`config.mk`:
```
export PLATFORM = sky130hd
export DESIGN_NAME = piso_serializer_flat
export DESIGN_NICKNAME = d
export VERILOG_FILES = /design/src/rtl/piso_serializer_pkg.sv /design/src/rtl/piso_serializer_if.sv /design/src/rtl/piso_serializer_bit_counter.sv /design/src/rtl/piso_serializer.sv /design/src/flat_wrapper.sv
export SDC_FILE = /design/constraint.sdc
export NUM_CORES = 1
export LEC_CHECK = 0
export BUFFER_PORTS_ARGS = -buffer_cell sky130_fd_sc_hd__buf_2
export CORE_AREA = 4 4 41 43
export CTS_BUF_LIST = sky130_fd_sc_hd__clkbuf_4 sky130_fd_sc_hd__clkbuf_8
export DETAILED_ROUTE_END_ITERATION = 12
export DIE_AREA = 0 0 45 47
export PLACE_DENSITY = 0.6
export SYNTH_ARGS = -nofsm -noshare
export SYNTH_HDL_FRONTEND = slang
export SYNTH_SLANG_ARGS = --single-unit
```
`constraint.sdc`:
```
create_clock -name clk -period 1.4 [get_ports clk]
set_input_delay 0.28 -clock clk [delete_from_list [all_inputs] [get_ports clk]]
set_output_delay 0.28 -clock clk [all_outputs]
set_load 0.02 [all_outputs]
```
`src/rtl/piso_serializer_pkg.sv`:
```
// Shared types and helpers for the parallel-in / serial-out serializer.
package piso_serializer_pkg;

    localparam int unsigned DEFAULT_WIDTH = 4;

    typedef enum logic {
        ST_IDLE  = 1'b0,
        ST_SHIFT = 1'b1
    } state_e;

    // Bits needed to hold values 0..v-1, never less than one.
    function automatic int unsigned clog2(input int unsigned v);
        int unsigned r;
        r = 0;
        for (int i = 0; i < 32; i++) begin
            if ((32'd1 << i) < v) r = 32'(i + 1);
        end
        return (r == 0) ? 1 : r;
    endfunction

endpackage

```
`src/rtl/piso_serializer_if.sv`:
```
// Load-side and serial-link handshake bundle for the serializer.
interface piso_serializer_if #(
    parameter int unsigned WIDTH = 4
);
    logic [WIDTH-1:0] d;
    logic             load_valid;
    logic             load_ready;
    logic             sout;
    logic             sout_valid;
    logic             sout_ready;
    logic             sout_last;
    logic             busy;

    // Environment side: upstream word source plus serial sink.
    modport master (
        output d, load_valid, sout_ready,
        input  load_ready, sout, sout_valid, sout_last, busy
    );

    // Serializer side.
    modport slave (
        input  d, load_valid, sout_ready,
        output load_ready, sout, sout_valid, sout_last, busy
    );
endinterface

```
`src/rtl/piso_serializer_bit_counter.sv`:
```
// Remaining-bit counter: loads WIDTH-1, counts down on each beat, flags zero.
module piso_serializer_bit_counter
    import piso_serializer_pkg::*;
#(
    parameter int unsigned WIDTH = DEFAULT_WIDTH
) (
    input  logic clk,
    input  logic rst,
    input  logic load,
    input  logic beat,
    output logic zero
);
    localparam int unsigned CNT_W = clog2(WIDTH);

    logic [CNT_W-1:0] cnt;

    // Load wins over a same-cycle beat; count holds at zero on the last bit.
    always_ff @(posedge clk) begin
        if (rst) begin
            cnt <= '0;
        end else if (load) begin
            cnt <= CNT_W'(WIDTH - 1);
        end else if (beat && (cnt != '0)) begin
            cnt <= cnt - CNT_W'(1);
        end
    end

    assign zero = (cnt == '0);

endmodule

```
`src/rtl/piso_serializer.sv`:
```
// Serializes a parallel word one bit per accepted beat, with zero-bubble reload.
module piso_serializer
    import piso_serializer_pkg::*;
#(
    parameter int unsigned WIDTH     = DEFAULT_WIDTH,
    parameter bit          MSB_FIRST = 1'b1
) (
    input  logic                clk,
    input  logic                rst,
    piso_serializer_if.slave    bus
);
    state_e           state_q;
    state_e           state_d;
    logic [WIDTH-1:0] sreg_q;
    logic             in_shift;
    logic             cnt_zero;
    logic             beat;
    logic             load;
    logic             out_bit;

    piso_serializer_bit_counter #(.WIDTH(WIDTH)) u_cnt (
        .clk  (clk),
        .rst  (rst),
        .load (load),
        .beat (beat),
        .zero (cnt_zero)
    );

    // Outputs come from state; load_ready also sees sout_ready so the last
    // beat and the next load can share a cycle. rst forces all outputs low.
    always_comb begin
        state_d        = state_q;
        in_shift       = (state_q == ST_SHIFT) && !rst;
        out_bit        = MSB_FIRST ? sreg_q[WIDTH-1] : sreg_q[0];
        bus.sout_valid = in_shift;
        bus.sout       = in_shift && out_bit;
        bus.sout_last  = in_shift && cnt_zero;
        bus.busy       = in_shift;
        bus.load_ready = !rst && ((state_q == ST_IDLE) || (cnt_zero && bus.sout_ready));
        beat           = in_shift && bus.sout_ready;
        load           = bus.load_valid && bus.load_ready;
        if (load) begin
            state_d = ST_SHIFT;
        end else if (beat && cnt_zero) begin
            state_d = ST_IDLE;
        end
    end

    always_ff @(posedge clk) begin
        if (rst) begin
            state_q <= ST_IDLE;
            sreg_q  <= '0;
        end else begin
            state_q <= state_d;
            if (load) begin
                sreg_q <= bus.d;
            end else if (beat && !cnt_zero) begin
                sreg_q <= MSB_FIRST ? {sreg_q[WIDTH-2:0], 1'b0} : {1'b0, sreg_q[WIDTH-1:1]};
            end
        end
    end

endmodule

```
`src/flat_wrapper.sv`:
```
// flat-port wrapper written by rule: the top's interface ports become plain ports
module piso_serializer_flat import piso_serializer_pkg::*;
#(
    parameter int unsigned WIDTH     = DEFAULT_WIDTH,
    parameter bit          MSB_FIRST = 1'b1
)
  (clk, rst, bus_d, bus_load_valid, bus_sout_ready, bus_load_ready, bus_sout, bus_sout_valid, bus_sout_last, bus_busy);
  piso_serializer_if #(.WIDTH(WIDTH)) bus_i ();
  input  logic clk;
  input  logic rst;
  input wire logic [$bits(bus_i.d)-1:0] bus_d;
  input wire logic [$bits(bus_i.load_valid)-1:0] bus_load_valid;
  input wire logic [$bits(bus_i.sout_ready)-1:0] bus_sout_ready;
  output wire logic [$bits(bus_i.load_ready)-1:0] bus_load_ready;
  output wire logic [$bits(bus_i.sout)-1:0] bus_sout;
  output wire logic [$bits(bus_i.sout_valid)-1:0] bus_sout_valid;
  output wire logic [$bits(bus_i.sout_last)-1:0] bus_sout_last;
  output wire logic [$bits(bus_i.busy)-1:0] bus_busy;
  assign bus_i.d = bus_d;
  assign bus_i.load_valid = bus_load_valid;
  assign bus_i.sout_ready = bus_sout_ready;
  assign bus_load_ready = bus_i.load_ready;
  assign bus_sout = bus_i.sout;
  assign bus_sout_valid = bus_i.sout_valid;
  assign bus_sout_last = bus_i.sout_last;
  assign bus_busy = bus_i.busy;
  piso_serializer #(.WIDTH(WIDTH), .MSB_FIRST(MSB_FIRST)) u_core (.clk(clk), .rst(rst), .bus(bus_i));
endmodule
```
==> out/qor.yml, run 1 <==
status:
  status: "finished, violations left"
  violations: "negative setup slack"
hold_path:
  min-delay-start: "bus_load_valid"
  worstHoldEndpoint: "u_core.state_q$_SDFFE_PP0P_"
  holdPathStages: 3
  hold_path.class: "in2reg"
grt:
  grtUsageTotal_pct: 9.66
  antenna_found_initial: 0
  grt_pass1_wl_um: 1340
  overflow: 0
  grt_max_degree: 10
  grt_pass1_vias: 322
synthesis:
  syn-cell-area_um2: 385
  avgSynthCellArea_um2: 9.18
  ys_seq_area_share_pct: 36.4
  synth_nets: 51
  yosysWarnings: 0
  synth_edf_count: 0
  synthArstFlopShare_pct: 0
  ys.flop_type: "dfxtp_1"
  ys_seq_elements: 7
  netlist_instances: 42
  synth.distinct_cells: 20
timing:
  finalMaxSlewViolations: 0
  rsz0062_at_grt: "true"
  tightest_slew_ns: 0.272
  setup_violations: 3
  timing.fmax_mhz: 690
  fin_setup_tns_ns: -0.0557
  finalHoldViolCount: 0
  slew_headroom_pct: 81.7
  skew_ns: 0.00302
  timing.final.crit_share_pct: 104
  post-route-min-period_ns: 1.45
  layout_setup_ws_ns: -0.0498
clocking:
  clockBufferDepth: 2
  cts_setup_buffers: 0
  cts.clk_slew.worst_paths_ns: 0.06
  clk_latency_ns: 0.25
  cts_buffers: 3
  cts_tree: "built"
  cts_hold_buf: 0
  h-tree-depth: 1
  root_buffer: "clkbuf_4"
  numClockSinks: 7
die:
  row_count: 13
  die_w_um: 45
  die_y_um: 47
  ios: 13
  initial_core_util_pct: 29.6
  core-area_um2: 1300
  dieArea_um2: 2120
detailed_routing:
  wl_um: 836
  via_per_inst: 4.90
  post_drt_wl_per_cell_um: 11.6
  postRouteAntennaNets: 0
  first_pass_iters: 4
  drc: 0
  detail_route.iter0.violations: 5
  routed-via-count: 353
cells_and_area:
  fin_nets: 67
  area_delta_synth_final_pct: 29.5
  diodes: 0
  final_area_um2: 499
  fin_util_pct: 38.4
  seq_area_um2: 143
  multi_input_area_um2: 219
  drive_above_1_share_pct: 45.6
  nFillCells: 149
critical_path:
  critical-path-top-delay-family: "flip-flops"
  path_buf_inv: 2
  crit_slowest_cell: "dfxtp_2"
  crit_path_end_kind: "output port"
  path_class: "reg2out"
  r2r-start: "u_core.u_cnt.cnt[1]$_SDFFE_PP0P_"
  start_kind: "flop"
  crit_chain: "inv_2 -> ha_4 -> a21boi_2 -> nor2_1 -> buf_4"
  reg2reg_depth: 6
  cp.required_ns: 1.12
  ff2ff_setup_slack_ns: 0.17
  critPathMaxFanout: 4
  worstPathArrival_ns: 1.17
  slowest_delay_ns: 0.33
  rr_endpoint: "u_core.sreg_q[2]$_SDFFE_PP0P_"
power_and_ir_drop:
  p_sw_mw: 0.150
  intPower_mw: 0.403
  p_seq_share_pct: 41.0
  clkPwrFrac_pct: 37.6
  p_leak_nw: 0.239
  powerDensity_nw_per_um2: 1110
  vdd_ir_drop_max_mv: 0.512
  power_mw: 0.553
  switching_share_pct: 27.1
  p_comb_share_pct: 21.4
job:
  drv_cap: 0
placed_design:
  place.port_buffers: 12
  place_hpwl_um: 569
  gp_congestion: 0.671
  dpl_cell_area_um2: 449
  place_ws_ns: 0.0827
==> power groups by stage <==
stage | Clock [mW] | Sequential (mW) | Combinational [mW]
finish | 0.208 | 0.227 | 0.118
global route | 0.228 | 0.228 | 0.131
CTS | 0.219 | 0.227 | 0.118
detailed placement | 0 | 0.228 | 0.103
global placement | 0 | 0.228 | 0.102
floorplan | 0 | 0.226 | 0.0770
==> what timing repair did <==
| action | 4_1_cts | 5_1_grt |
|---|---|---|
| pin swaps | 3 | 0 |
| setup endpoints to repair | 3 | 3 |
| resized for setup | 8 | 0 |
==> metrics by stage <==
stage | hold WS [ns] | instances
after floorplan | 0.401 | 42
final | 0.266 | 72
after global placement | 0.483 | 68
after global routing | 0.290 | 72
after CTS | 0.258 | 72
after detailed placement | 0.484 | 68
==> placed cells by master, fill, tap and decap left out, drive strengths merged <==
master   instances
mux2i            3
o211ai           2
nor2b            1
nand4bb          1
inv              3
xnor2            1
nand3            2
a21bo            1
a21boi           1
nand2b           1
a21oi            5
dfxtp            7
o31ai            3
nand2            1
nor2             3
and2b            1
ha               1
clkbuf           4
buf             14
and2             2
==> logic make-up (layout without fill, tap and decap cells) <==
group | Yosys count | count (layout) | share of synthesized area [%]
AO/OA/AOI/OAI | 12 | 12 | 21.8
AND/OR/NAND/NOR | 12 | 12 | 17.9
flip-flops | 7 | 7 | 36.4
buffers and inverters | 6 | 21 | 10.7
multiplexers | 3 | 3 | 7.79
adder cells (fa/ha/maj) | 1 | 1 | 3.25
XOR/XNOR | 1 | 1 | 2.27
==> Yosys cell counts, drive strengths merged (2+ instances only) <==
| master | number | area share (%) |
|---|---|---|
| and2 | 2 | 3.2 |
| o211ai | 2 | 3.9 |
| nand3 | 2 | 2.6 |
| dfxtp | 7 | 36 |
| o31ai | 3 | 5.8 |
| a21oi | 5 | 6.5 |
| buf | 3 | 7.8 |
| inv | 3 | 2.9 |
| mux2i | 3 | 7.8 |
| nor2 | 3 | 2.9 |
==> registers in the layout, summed over array words and instances, names as in the netlist <==
| register | flops |
|---|---|
| u_core.sreg_q | 4 |
| u_core.state_q | 1 |
| u_core.u_cnt.cnt | 2 |
==> how the worst max path moves through the flow <==
stage	end	cells after the start	from
2_1_floorplan	bus_sout	3	rst
3_3_place_gp	u_core.sreg_q[1]$_SDFFE_PP0P_	6	u_core.u_cnt.cnt[0]$_SDFFE_PP0P_
3_5_place_dp	u_core.sreg_q[3]$_SDFFE_PP0P_	6	u_core.u_cnt.cnt[0]$_SDFFE_PP0P_
4_1_cts	bus_load_ready	5	u_core.u_cnt.cnt[1]$_SDFFE_PP0P_
5_1_grt	bus_load_ready	5	u_core.u_cnt.cnt[1]$_SDFFE_PP0P_
6_report	bus_load_ready	5	u_core.u_cnt.cnt[1]$_SDFFE_PP0P_
==> tightest hold or removal path, cell delays in order <==
cell and delay [ns]:
buf_2 0.09, nor2_1 0.04, nor2_1 0.07
==> layer usage <==
layer  vias up  wire (um)  GRT usage (%)
met4         0         10           10.5
met3         2         98           3.45
met5         -          0              0
met2        19        387           14.7
li1        177          -              -
met1       155        339           9.84
==> area by class of cell <==
type | count | share of cell area, %
sequential | 7 | 28.6
tap | 15 | 3.76
inverter | 3 | 2.26
clock buffer | 4 | 6.02
multi-input combinational | 29 | 43.9
timing repair buffer | 14 | 15.5
Note: power is estimated with default switching activity, not from simulation.
==> inputs of run 2 (changes only) <==
--- a/config.mk
+++ b/config.mk
@@ -6,11 +6,12 @@
 export NUM_CORES = 1
 export LEC_CHECK = 0
 export BUFFER_PORTS_ARGS = -buffer_cell sky130_fd_sc_hd__buf_2
-export CORE_AREA = 4 4 41 43
+export CORE_AREA = 2 2 39 41
 export CTS_BUF_LIST = sky130_fd_sc_hd__clkbuf_4 sky130_fd_sc_hd__clkbuf_8
 export DETAILED_ROUTE_END_ITERATION = 12
-export DIE_AREA = 0 0 45 47
+export DIE_AREA = 0 0 41 43
 export PLACE_DENSITY = 0.6
+export RECOVER_POWER = 100
 export SYNTH_ARGS = -nofsm -noshare
 export SYNTH_HDL_FRONTEND = slang
 export SYNTH_SLANG_ARGS = --single-unit
==> run 2 against run 1 <==
Net effect: via count shrank 3.7%; the flow still finishes with violations (negative setup slack); worst hold slack gained 0.013 ns; critical path depth is the same; sequential cell count is the same; final area grew 2.0%; global-route usage grew 1.2 points; utilization shrank 1.6 points; count of clock-buffer cells in the layout is the same; worst setup slack gained 0.023 ns; largest power group unchanged.
==> out/qor.yml, run 2 (synthesized netlist as in run 1, its figures left out) <==
timing:
  tightest_slew_ns: 0.247  # -0.0249 ns
  finalMaxSlewViolations: 0  # unchanged
  skew_ns: 0.00333  # +0.000309 ns
  rsz0062_at_grt: "true"
  timing.final.crit_share_pct: 102  # -1.7 points
  timing.fmax_mhz: 701  # +1.6%
  layout_setup_ws_ns: -0.0265  # +0.0233 ns
  finalHoldViolCount: 0  # unchanged
  post-route-min-period_ns: 1.43  # -0.0233 ns
  slew_headroom_pct: 83.6  # +1.9 points
  setup_violations: 1  # -2
critical_path:
  reg2reg_depth: 6  # unchanged
  setup.worst_path.end: "bus_load_ready"
  ff2ff_setup_slack_ns: 0.12  # -0.05 ns
  r2r-start: "u_core.u_cnt.cnt[1]$_SDFFE_PP0P_"
  cp-startpoint: "u_core.u_cnt.cnt[1]$_SDFFE_PP0P_"
  start_kind: "flop"
  rr_endpoint: "u_core.u_cnt.cnt[0]$_SDFFE_PP0P_"
  crit_path_end_kind: "output port"
  worstPathArrival_ns: 1.15  # -0.02 ns
  path_class: "reg2out"
  critPathMaxFanout: 4  # unchanged
  cp.required_ns: 1.12  # about the same
grt:
  antenna_found_initial: 0  # unchanged
  grtUsageTotal_pct: 10.9  # +1.2 points
  overflow: 0  # unchanged
  grt_pass1_vias: 313  # -2.8%
  grt_pass1_wl_um: 1200  # -10%
  grt_max_degree: 8  # -2
cells_and_area:
  fin_nets: 68  # +1.5%
  final_cell_mix: "9 x buf_2, 5 x a21oi_1, 4 x clkbuf_4, 4 x dfxtp_1"
  area_delta_synth_final_pct: 32.1
  largestRegisters: "u_core.sreg_q x4, u_core.u_cnt.cnt x2, u_core.state_q x1"
  drive_above_1_share_pct: 44.8  # -0.79 points
  diodes: 0  # unchanged
  layout_commonest_cell: "buf_2"
  largest_reg_flops: 4  # unchanged
  largest-register: "u_core.sreg_q"
  stdcell_count: 74  # +2.8%
  nFillCells: 143  # -4.0%
clocking:
  root_buffer: "clkbuf_4"
  clk_latency_ns: 0.25  # about the same
  cts.clk_slew.worst_paths_ns: 0.05  # about the same
  cts_buffers: 3  # unchanged
  numClockSinks: 7  # unchanged
  cts_tree: "built"
  clockBufferDepth: 2  # unchanged
  cts_hold_buf: 0  # unchanged
  h-tree-depth: 1  # unchanged
power_and_ir_drop:
  powerDensity_nw_per_um2: 1080  # -2.4%
  p_leak_nw: 0.237  # -0.50%
  vdd_ir_drop_max_mv: 0.410  # -20%
placed_design:
  gp_congestion: 0.696  # +3.7%
  place.port_buffers: 12  # unchanged
  place_hpwl_um: 586  # +3.1%
  placed_cells: 70  # +2.9%
  place_ws_ns: 0.0566  # -0.0262 ns
die:
  dieArea_um2: 1760  # -17%
  die_y_um: 43  # -8.5%
  core-area_um2: 1380  # +6.3%
  initial_core_util_pct: 27.8  # -1.8 points
  ios: 13  # unchanged
  die_w_um: 41  # -8.9%
  row_count: 14  # +1
hold_path:
  hold_path.class: "in2reg"
detailed_routing:
  postRouteAntennaNets: 0  # unchanged
  via_per_inst: 4.59  # -6.3%
  routed-via-count: 340  # -3.7%
  wl_um: 755  # -9.7%
  detail_route.iter0.violations: 3  # -2
  drc: 0  # unchanged
  post_drt_wl_per_cell_um: 10.2  # -12%
  first_pass_iters: 4  # unchanged
job:
  drv_cap: 0  # unchanged
status:
  status: "finished, violations left"
  violations: "negative setup slack"
run 2: cell count changes in the layout (fill, tap and decap cells not counted):
cell / delta
clkbuf_2: +1
dfxtp_2: +1
nor2b_2: -1
dfxtp_1: -1
nor2b_4: +1
clkbuf_1: +2
buf_2: -2
run 2: timing repair:
action | CTS | global route
pin swaps | 2 | 1
resized for setup | 5 | 5
setup endpoints to repair | 3 | 3
endpoints found under the hold margin | 0 | 0
setup buffers | 0 | 0
run 2: final cells by class:
class	count	area [um^2]	share of cell area [%]
Timing Repair Buffer	15	80.1	15.7
Sequential cell	7	144	28.3
Inverter	3	11.3	2.21
Clock buffer	4	30.0	5.90
Tap cell	16	20.0	3.93
Multi-Input combinational cell	29	224	44.0
run 2: layer usage:
layer / GRT usage, % / vias to the layer above / share of wire [%]
li1: - / 177 / -
met5: 0 / - / 0
met4: 6.00 / 0 / 1.9
met1: 11.9 / 148 / 47
met3: 7.85 / 2 / 8.3
met2: 14.7 / 13 / 43
run 2: through the flow:
stage          cell area (um^2)  power, mW  utilization [%]  hold WS, ns  TNS, ns
5_1_grt                     509      0.585             36.8        0.291  -0.0853
3_3_place_gp                458      0.333             33.1        0.495        0
6_report                    509      0.551             36.8        0.280  -0.0265
2_1_floorplan               385      0.303                -        0.401        0
4_1_cts                     504      0.555             36.4        0.272  -0.0368
3_5_place_dp                458      0.335             33.1        0.489        0
run 2: worst max-delay path, cell delays in order (launching register included):
cell and delay, ns:
dfxtp_2 0.34, inv_2 0.05, ha_4 0.16, a21boi_2 0.15, nor2_1 0.05, buf_4 0.15
run 2: worst min path at each step:
stage,from,endpoint,slack [ns],cells past startpoint
after floorplan,bus_load_valid,u_core.state_q$_SDFFE_PP0P_,0.40,2
after global placement,u_core.sreg_q[0]$_SDFFE_PP0P_,u_core.sreg_q[0]$_SDFFE_PP0P_,0.49,2
after detailed placement,u_core.sreg_q[0]$_SDFFE_PP0P_,u_core.sreg_q[0]$_SDFFE_PP0P_,0.49,2
after CTS,bus_load_valid,u_core.state_q$_SDFFE_PP0P_,0.27,3
after global routing,bus_d[0],u_core.sreg_q[0]$_SDFFE_PP0P_,0.29,3
final,bus_load_valid,u_core.state_q$_SDFFE_PP0P_,0.28,3
run 2: where the power goes:
group	internal [mW]	switching, mW	leakage, nW	total [mW]
sequential	0.218	0.00986	0.0586	0.228
clock	0.128	0.0758	0.0184	0.204
combinational	0.0589	0.0599	0.160	0.119
